[config.mk]
export PLATFORM = sky130hd
export DESIGN_NAME = key_mem
export DESIGN_NICKNAME = d
export VERILOG_FILES = /design/src/rtl/key_mem.sv
export SDC_FILE = /design/constraint.sdc
export NUM_CORES = 1
export LEC_CHECK = 0
export ABC_AREA = 1
export BUFFER_PORTS_ARGS = -buffer_cell sky130_fd_sc_hd__buf_2
export CAP_MARGIN = 20
export CORE_ASPECT_RATIO = 0.75
export CORE_MARGIN = 1.5
export CORE_UTILIZATION = 53
export CTS_CLUSTER_DIAMETER = 200
export DETAILED_ROUTE_END_ITERATION = 10
export PLACE_DENSITY = 0.8
export REMOVE_ABC_BUFFERS = 1
export SKIP_CTS_REPAIR_TIMING = 1
export SYNTH_ARGS = -nofsm -noshare
export SYNTH_HDL_FRONTEND = slang
export SYNTH_SLANG_ARGS = --single-unit
[constraint.sdc]
create_clock -name clock -period 1.8 [get_ports clock]
set_input_delay 0.09 -clock clock [delete_from_list [all_inputs] [get_ports clock]]
set_output_delay 0.09 -clock clock [all_outputs]
set_load 0.02 [all_outputs]
[src/rtl/key_mem.sv]
// AES-128 round-key store: 11 round keys read with one cycle of latency.
// Define KEYMEM_EXPAND_EN to expand CIPHER_KEY on chip instead of the ROM.
module key_mem #(
    parameter logic [127:0] CIPHER_KEY = 128'h2b7e151628aed2a6abf7158809cf4f3c,
    parameter int           NROUNDS    = 10
) (
    input  logic         clock,
    input  logic         reset,
    input  logic         en,
    input  logic [3:0]   add,
    output logic [127:0] dout,
    output logic         ready
);

    localparam logic [3:0] LAST = 4'(NROUNDS);

    logic [127:0] rd_key;

`ifdef KEYMEM_EXPAND_EN

    typedef enum logic [1:0] {IDLE, EXPAND, DONE} state_t;

    state_t       state;
    logic [3:0]   r;
    logic [127:0] w;
    logic [127:0] nxt;
    logic [31:0]  temp;
    logic [127:0] rk [0:NROUNDS];

    function automatic logic [7:0] sbox(input logic [7:0] x);
        logic [7:0] s;
        case (x)
            8'h00: s = 8'h63; 8'h01: s = 8'h7c; 8'h02: s = 8'h77; 8'h03: s = 8'h7b;
            8'h04: s = 8'hf2; 8'h05: s = 8'h6b; 8'h06: s = 8'h6f; 8'h07: s = 8'hc5;
            8'h08: s = 8'h30; 8'h09: s = 8'h01; 8'h0a: s = 8'h67; 8'h0b: s = 8'h2b;
            8'h0c: s = 8'hfe; 8'h0d: s = 8'hd7; 8'h0e: s = 8'hab; 8'h0f: s = 8'h76;
            8'h10: s = 8'hca; 8'h11: s = 8'h82; 8'h12: s = 8'hc9; 8'h13: s = 8'h7d;
            8'h14: s = 8'hfa; 8'h15: s = 8'h59; 8'h16: s = 8'h47; 8'h17: s = 8'hf0;
            8'h18: s = 8'had; 8'h19: s = 8'hd4; 8'h1a: s = 8'ha2; 8'h1b: s = 8'haf;
            8'h1c: s = 8'h9c; 8'h1d: s = 8'ha4; 8'h1e: s = 8'h72; 8'h1f: s = 8'hc0;
            8'h20: s = 8'hb7; 8'h21: s = 8'hfd; 8'h22: s = 8'h93; 8'h23: s = 8'h26;
            8'h24: s = 8'h36; 8'h25: s = 8'h3f; 8'h26: s = 8'hf7; 8'h27: s = 8'hcc;
            8'h28: s = 8'h34; 8'h29: s = 8'ha5; 8'h2a: s = 8'he5; 8'h2b: s = 8'hf1;
            8'h2c: s = 8'h71; 8'h2d: s = 8'hd8; 8'h2e: s = 8'h31; 8'h2f: s = 8'h15;
            8'h30: s = 8'h04; 8'h31: s = 8'hc7; 8'h32: s = 8'h23; 8'h33: s = 8'hc3;
            8'h34: s = 8'h18; 8'h35: s = 8'h96; 8'h36: s = 8'h05; 8'h37: s = 8'h9a;
            8'h38: s = 8'h07; 8'h39: s = 8'h12; 8'h3a: s = 8'h80; 8'h3b: s = 8'he2;
            8'h3c: s = 8'heb; 8'h3d: s = 8'h27; 8'h3e: s = 8'hb2; 8'h3f: s = 8'h75;
            8'h40: s = 8'h09; 8'h41: s = 8'h83; 8'h42: s = 8'h2c; 8'h43: s = 8'h1a;
            8'h44: s = 8'h1b; 8'h45: s = 8'h6e; 8'h46: s = 8'h5a; 8'h47: s = 8'ha0;
            8'h48: s = 8'h52; 8'h49: s = 8'h3b; 8'h4a: s = 8'hd6; 8'h4b: s = 8'hb3;
            8'h4c: s = 8'h29; 8'h4d: s = 8'he3; 8'h4e: s = 8'h2f; 8'h4f: s = 8'h84;
            8'h50: s = 8'h53; 8'h51: s = 8'hd1; 8'h52: s = 8'h00; 8'h53: s = 8'hed;
            8'h54: s = 8'h20; 8'h55: s = 8'hfc; 8'h56: s = 8'hb1; 8'h57: s = 8'h5b;
            8'h58: s = 8'h6a; 8'h59: s = 8'hcb; 8'h5a: s = 8'hbe; 8'h5b: s = 8'h39;
            8'h5c: s = 8'h4a; 8'h5d: s = 8'h4c; 8'h5e: s = 8'h58; 8'h5f: s = 8'hcf;
            8'h60: s = 8'hd0; 8'h61: s = 8'hef; 8'h62: s = 8'haa; 8'h63: s = 8'hfb;
            8'h64: s = 8'h43; 8'h65: s = 8'h4d; 8'h66: s = 8'h33; 8'h67: s = 8'h85;
            8'h68: s = 8'h45; 8'h69: s = 8'hf9; 8'h6a: s = 8'h02; 8'h6b: s = 8'h7f;
            8'h6c: s = 8'h50; 8'h6d: s = 8'h3c; 8'h6e: s = 8'h9f; 8'h6f: s = 8'ha8;
            8'h70: s = 8'h51; 8'h71: s = 8'ha3; 8'h72: s = 8'h40; 8'h73: s = 8'h8f;
            8'h74: s = 8'h92; 8'h75: s = 8'h9d; 8'h76: s = 8'h38; 8'h77: s = 8'hf5;
            8'h78: s = 8'hbc; 8'h79: s = 8'hb6; 8'h7a: s = 8'hda; 8'h7b: s = 8'h21;
            8'h7c: s = 8'h10; 8'h7d: s = 8'hff; 8'h7e: s = 8'hf3; 8'h7f: s = 8'hd2;
            8'h80: s = 8'hcd; 8'h81: s = 8'h0c; 8'h82: s = 8'h13; 8'h83: s = 8'hec;
            8'h84: s = 8'h5f; 8'h85: s = 8'h97; 8'h86: s = 8'h44; 8'h87: s = 8'h17;
            8'h88: s = 8'hc4; 8'h89: s = 8'ha7; 8'h8a: s = 8'h7e; 8'h8b: s = 8'h3d;
            8'h8c: s = 8'h64; 8'h8d: s = 8'h5d; 8'h8e: s = 8'h19; 8'h8f: s = 8'h73;
            8'h90: s = 8'h60; 8'h91: s = 8'h81; 8'h92: s = 8'h4f; 8'h93: s = 8'hdc;
            8'h94: s = 8'h22; 8'h95: s = 8'h2a; 8'h96: s = 8'h90; 8'h97: s = 8'h88;
            8'h98: s = 8'h46; 8'h99: s = 8'hee; 8'h9a: s = 8'hb8; 8'h9b: s = 8'h14;
            8'h9c: s = 8'hde; 8'h9d: s = 8'h5e; 8'h9e: s = 8'h0b; 8'h9f: s = 8'hdb;
            8'ha0: s = 8'he0; 8'ha1: s = 8'h32; 8'ha2: s = 8'h3a; 8'ha3: s = 8'h0a;
            8'ha4: s = 8'h49; 8'ha5: s = 8'h06; 8'ha6: s = 8'h24; 8'ha7: s = 8'h5c;
            8'ha8: s = 8'hc2; 8'ha9: s = 8'hd3; 8'haa: s = 8'hac; 8'hab: s = 8'h62;
            8'hac: s = 8'h91; 8'had: s = 8'h95; 8'hae: s = 8'he4; 8'haf: s = 8'h79;
            8'hb0: s = 8'he7; 8'hb1: s = 8'hc8; 8'hb2: s = 8'h37; 8'hb3: s = 8'h6d;
            8'hb4: s = 8'h8d; 8'hb5: s = 8'hd5; 8'hb6: s = 8'h4e; 8'hb7: s = 8'ha9;
            8'hb8: s = 8'h6c; 8'hb9: s = 8'h56; 8'hba: s = 8'hf4; 8'hbb: s = 8'hea;
            8'hbc: s = 8'h65; 8'hbd: s = 8'h7a; 8'hbe: s = 8'hae; 8'hbf: s = 8'h08;
            8'hc0: s = 8'hba; 8'hc1: s = 8'h78; 8'hc2: s = 8'h25; 8'hc3: s = 8'h2e;
            8'hc4: s = 8'h1c; 8'hc5: s = 8'ha6; 8'hc6: s = 8'hb4; 8'hc7: s = 8'hc6;
            8'hc8: s = 8'he8; 8'hc9: s = 8'hdd; 8'hca: s = 8'h74; 8'hcb: s = 8'h1f;
            8'hcc: s = 8'h4b; 8'hcd: s = 8'hbd; 8'hce: s = 8'h8b; 8'hcf: s = 8'h8a;
            8'hd0: s = 8'h70; 8'hd1: s = 8'h3e; 8'hd2: s = 8'hb5; 8'hd3: s = 8'h66;
            8'hd4: s = 8'h48; 8'hd5: s = 8'h03; 8'hd6: s = 8'hf6; 8'hd7: s = 8'h0e;
            8'hd8: s = 8'h61; 8'hd9: s = 8'h35; 8'hda: s = 8'h57; 8'hdb: s = 8'hb9;
            8'hdc: s = 8'h86; 8'hdd: s = 8'hc1; 8'hde: s = 8'h1d; 8'hdf: s = 8'h9e;
            8'he0: s = 8'he1; 8'he1: s = 8'hf8; 8'he2: s = 8'h98; 8'he3: s = 8'h11;
            8'he4: s = 8'h69; 8'he5: s = 8'hd9; 8'he6: s = 8'h8e; 8'he7: s = 8'h94;
            8'he8: s = 8'h9b; 8'he9: s = 8'h1e; 8'hea: s = 8'h87; 8'heb: s = 8'he9;
            8'hec: s = 8'hce; 8'hed: s = 8'h55; 8'hee: s = 8'h28; 8'hef: s = 8'hdf;
            8'hf0: s = 8'h8c; 8'hf1: s = 8'ha1; 8'hf2: s = 8'h89; 8'hf3: s = 8'h0d;
            8'hf4: s = 8'hbf; 8'hf5: s = 8'he6; 8'hf6: s = 8'h42; 8'hf7: s = 8'h68;
            8'hf8: s = 8'h41; 8'hf9: s = 8'h99; 8'hfa: s = 8'h2d; 8'hfb: s = 8'h0f;
            8'hfc: s = 8'hb0; 8'hfd: s = 8'h54; 8'hfe: s = 8'hbb; 8'hff: s = 8'h16;
            default: s = 8'h00;
        endcase
        return s;
    endfunction

    function automatic logic [7:0] rcon(input logic [3:0] i);
        logic [7:0] c;
        case (i)
            4'd1:    c = 8'h01;
            4'd2:    c = 8'h02;
            4'd3:    c = 8'h04;
            4'd4:    c = 8'h08;
            4'd5:    c = 8'h10;
            4'd6:    c = 8'h20;
            4'd7:    c = 8'h40;
            4'd8:    c = 8'h80;
            4'd9:    c = 8'h1b;
            4'd10:   c = 8'h36;
            default: c = 8'h00;
        endcase
        return c;
    endfunction

    // temp = SubWord(RotWord(w3)) ^ Rcon; then chain the four words
    always_comb begin
        temp = {sbox(w[23:16]), sbox(w[15:8]), sbox(w[7:0]), sbox(w[31:24])}
             ^ {rcon(r), 24'h0};
        nxt[127:96] = w[127:96] ^ temp;
        nxt[95:64]  = w[95:64]  ^ nxt[127:96];
        nxt[63:32]  = w[63:32]  ^ nxt[95:64];
        nxt[31:0]   = w[31:0]   ^ nxt[63:32];
    end

    always_ff @(posedge clock) begin
        if (!reset) begin
            state <= IDLE;
            r     <= 4'd0;
            w     <= 128'h0;
            ready <= 1'b0;
        end else begin
            case (state)
                IDLE: begin
                    w     <= CIPHER_KEY;
                    r     <= 4'd1;
                    state <= EXPAND;
                end
                EXPAND: begin
                    w <= nxt;
                    if (r == LAST) begin
                        state <= DONE;
                        ready <= 1'b1;
                    end else begin
                        r <= r + 4'd1;
                    end
                end
                DONE:    ready <= 1'b1;
                default: state <= IDLE;
            endcase
        end
    end

    // Key storage carries no reset; ready gates every read.
    always_ff @(posedge clock) begin
        if (reset) begin
            if (state == IDLE)
                rk[0] <= CIPHER_KEY;
            else if (state == EXPAND)
                rk[r] <= nxt;
        end
    end

    always_comb begin
        rd_key = 128'h0;
        if (add <= LAST)
            rd_key = rk[add];
    end

`else

    // Entry 0 is the cipher key itself; the rest is the default key schedule.
    always_comb begin
        case (add)
            4'd0:    rd_key = CIPHER_KEY;
            4'd1:    rd_key = 128'ha0fafe1788542cb123a339392a6c7605;
            4'd2:    rd_key = 128'hf2c295f27a96b9435935807a7359f67f;
            4'd3:    rd_key = 128'h3d80477d4716fe3e1e237e446d7a883b;
            4'd4:    rd_key = 128'hef44a541a8525b7fb671253bdb0bad00;
            4'd5:    rd_key = 128'hd4d1c6f87c839d87caf2b8bc11f915bc;
            4'd6:    rd_key = 128'h6d88a37a110b3efddbf98641ca0093fd;
            4'd7:    rd_key = 128'h4e54f70e5f5fc9f384a64fb24ea6dc4f;
            4'd8:    rd_key = 128'head27321b58dbad2312bf5607f8d292f;
            4'd9:    rd_key = 128'hac7766f319fadc2128d12941575c006e;
            4'd10:   rd_key = 128'hd014f9a8c9ee2589e13f0cc8b6630ca6;
            default: rd_key = 128'h0;
        endcase
    end

    always_ff @(posedge clock) begin
        if (!reset)
            ready <= 1'b0;
        else
            ready <= 1'b1;
    end

`endif

    always_ff @(posedge clock) begin
        if (!reset)
            dout <= 128'h0;
        else if (en)
            dout <= (ready && add <= LAST) ? rd_key : 128'h0;
    end

endmodule

==> results.txt <==
The flow ran to the end, and the final reports show no timing, DRC or antenna violations. Counting the buffers created by CTS gives 17. The headroom to the max-slew limit came out at approximately three fifths. The synthesized flop and latch total came out at approximately 130. The top cell types in the final layout, fill and taps aside, are nand2_1, buf_2, a21oi_1. The multi-input logic area came out at ~2500 sq um. The simple-gate area share of the yosys netlist is between 20% and 30%. The number of antenna violations at the first check in global routing came out at 0. The count of nets left with antenna violations once routing finished came out at 0. Measured along the y axis, the die boundary spans 91.3 microns. During I/O placement, the number of pins put on the boundary was between 100 and 150. The post-synthesis instance total is between 700 and 800. The width of the die is 121 microns. The minimum setup slack after placement came out at -95.9 ps.

The number of inserted diodes is 0. In this run the standard cell core region covers a little under 10000 sq um. The total wire length after detailed routing is around 16000 microns. The half-perimeter wire length of the detailed placement result came out at between 10000 and 15000 microns. The per-cell routed wire length came out at between 15 and 20 microns. The total global routing track utilization is 30.1%.

In the finished design, the share of the clock period the worst path needs comes to 86.9%. The peak supply drop is roughly 0.00063 V. The setup path with the least slack is of type reg -> reg. The warning count from the yosys run is 0. The final standard cell count with taps included and fillers excluded came out at just over 1000. Clock-pin slew was measured on the worst setup and hold paths at 50 ps. The leakage power came out at 3.11 nW.

Clock tree synthesis found a total of around 130 sinks. The root buffer cell chosen for the clock tree is clkbuf_16. For this design the ratio of total power to cell area is roughly 1100 nW/um^2. Setup violations remaining at the end of the flow were counted as 0.

The count of cell types in the netlist is 26. The via total after detailed routing came out at 5747. In this run the top signal layer used is met4.

The share of the yosys chip area belonging to registers is a little under half. The length of the first detailed-routing pass in iterations is 6. The reported max-cap violation count is 0. At the pin with the least slew margin, the transition time is roughly 600 ps. The detailed router finished its first iteration with approximately 600 violations. The average instance area after synthesis is 7.21 sq um. The biggest fanout along the worst timing path is 50. The share of cell area taken by muxes after synthesis came out at 0%. The final net count is about 900. The sequential cell area is around 2600 sq um. Leaving out fill and tap cells, the most frequent cell in the layout is nand2_1.

The wire length the detailed router placed on met1 is between 7000 and 8000 microns. The via density per instance came out at 5.56. After synthesis, the largest family of logic cells by area is simple AND/OR/NAND/NOR gates.

The floorplan row count is 31. The longest clock path from root to sink contains 2 buffers. Of the cells placed in the final design, the portion with a size suffix greater than 1 is between 20 and 25%. The type of origin of the critical path is a register.

The post-synthesis compound-gate area fraction came out at between 10 and 15%. TritonCTS built the clock tree. The initial utilization of the core area, before any placement, comes to roughly 56%. Detailed routing placed a total of between 7000 and 8000 microns of wire on met2. The area growth from synthesis to final layout came out at 24.5%. The largest clock skew in the final design came out at around 5.7 ps. Setup repair after global routing left no endpoint under its margin.

The total number of H-tree levels came out at 4. The final hold violation count came out at 0. The post-synthesis share of cell area spent on xor and xnor gates came out at 0%.

In this run the tool buffered the top-level ports with around 140 buffer cells. The routability-driven placement congestion ratio came out at ~0.9. Derived from the worst setup path, the maximum achievable clock frequency is 0.639 GHz.

The worst path needs approximately 1600 ps of the cycle, external delays included. The pin count of the biggest net entering global routing came out at approximately 130. After detailed routing, the met3 layer carries ~1500 microns of wire. The arrival time reported for the critical path endpoint is 1900 ps.

The full die area came out at ~11000 sq um. The number of filler instances in the final layout is ~850. The via count of the first global-routing pass is just over 5000. The worst hold path belongs to the class in -> reg.

The post-placement cell count came out at approximately 1000. The global-route wire length before repair came out at about 26000 microns. The remaining global-route overflow came out at 0. The worst setup path is captured at a register.

The total count of max-transition violations in the final report came out at 0. The final worst setup slack is ~230 ps. The netlist area before placement came out at 5500 sq um.

The adder-cell share of the synthesized area came out at 1.82%. After layout, the design draws a total of between 7 and 8 mW. The data required time of the worst path came out at 2140 ps. For this run, design rule violations remaining after detail routing come to 0.

Clock latency on the worst-skew pair, taken at its later pin, is 410 ps. The total negative setup slack came out at 0 ps.
## path summary, 6_finish.rpt
path         cells after the start   endpoint      start  slack [ps]
max                              4   dout[47]      ready         230
min                              2   dout[32]         en          80
max reg2reg                      4   dout[47]      ready         230
min reg2reg                      2  dout[107]  dout[107]         460
## state kept, by name, indices dropped and copies added (netlist names)
| signal | cells |
|---|---|
| dout | 128 |
| ready | 1 |
## power by group
part	leakage [nW]	switching [mW]	total (mW)	internal (mW)
logic	1.76	0.638	0.887	0.249
clock network	0.293	1.23	3.41	2.18
registers	1.05	0.0577	3.02	2.96
total	3.11	1.93	7.32	5.39
## per-layer routing
layer / GRT usage [%] / vias to the layer above
met3: 7.16 / 19
li1: - / 2719
met2: 45.9 / 300
met1: 43.0 / 2709
met4: 7.16 / 0
met5: 0 / -
## synthesized netlist by cell type, drive strengths merged
master	number	area share [%]
a2bb2oi	1	0.16
o21ai	19	1.7
nor2	46	4.0
a21oi	131	12
clkinv	1	0.30
dfxtp	129	47
nand3	64	5.9
o21a	1	0.14
o211ai	3	0.41
or2	1	0.11
buf	20	2.9
clkbuf	28	1.9
ha	8	1.8
inv	30	2.1
nand2	281	20
## kinds of logic after synthesis
kind of cell,count (synthesis)
compound gates,155
fa+ha+maj,8
buf+inv,79
flops,129
simple gates,392
## critical path, stage by stage (launching register included)
cell and delay (ps):
dfxtp_1 500, nand2_4 190, inv_4 420, nand3_1 180, a21oi_1 170
## area by class of cell
cell class	count	area share, %
flip-flops and latches	129	37.7
inverters	31	1.95
clock buffers	23	7.12
clock inverters	9	1.53
well taps	132	2.41
multi-input cells	555	36.8
repair buffers	155	12.5
## per-stage QoR
stage	cell area [sq um]	hold WS [ps]	utilization, %
finish	6850	83.4	69.3
global route	6850	85.7	69.3
CTS	6840	-194	69.2
detailed placement	6250	233	63.2
global placement	6250	238	63.2
floorplan	5240	118	-
Note: power is estimated with default switching activity, not from simulation.
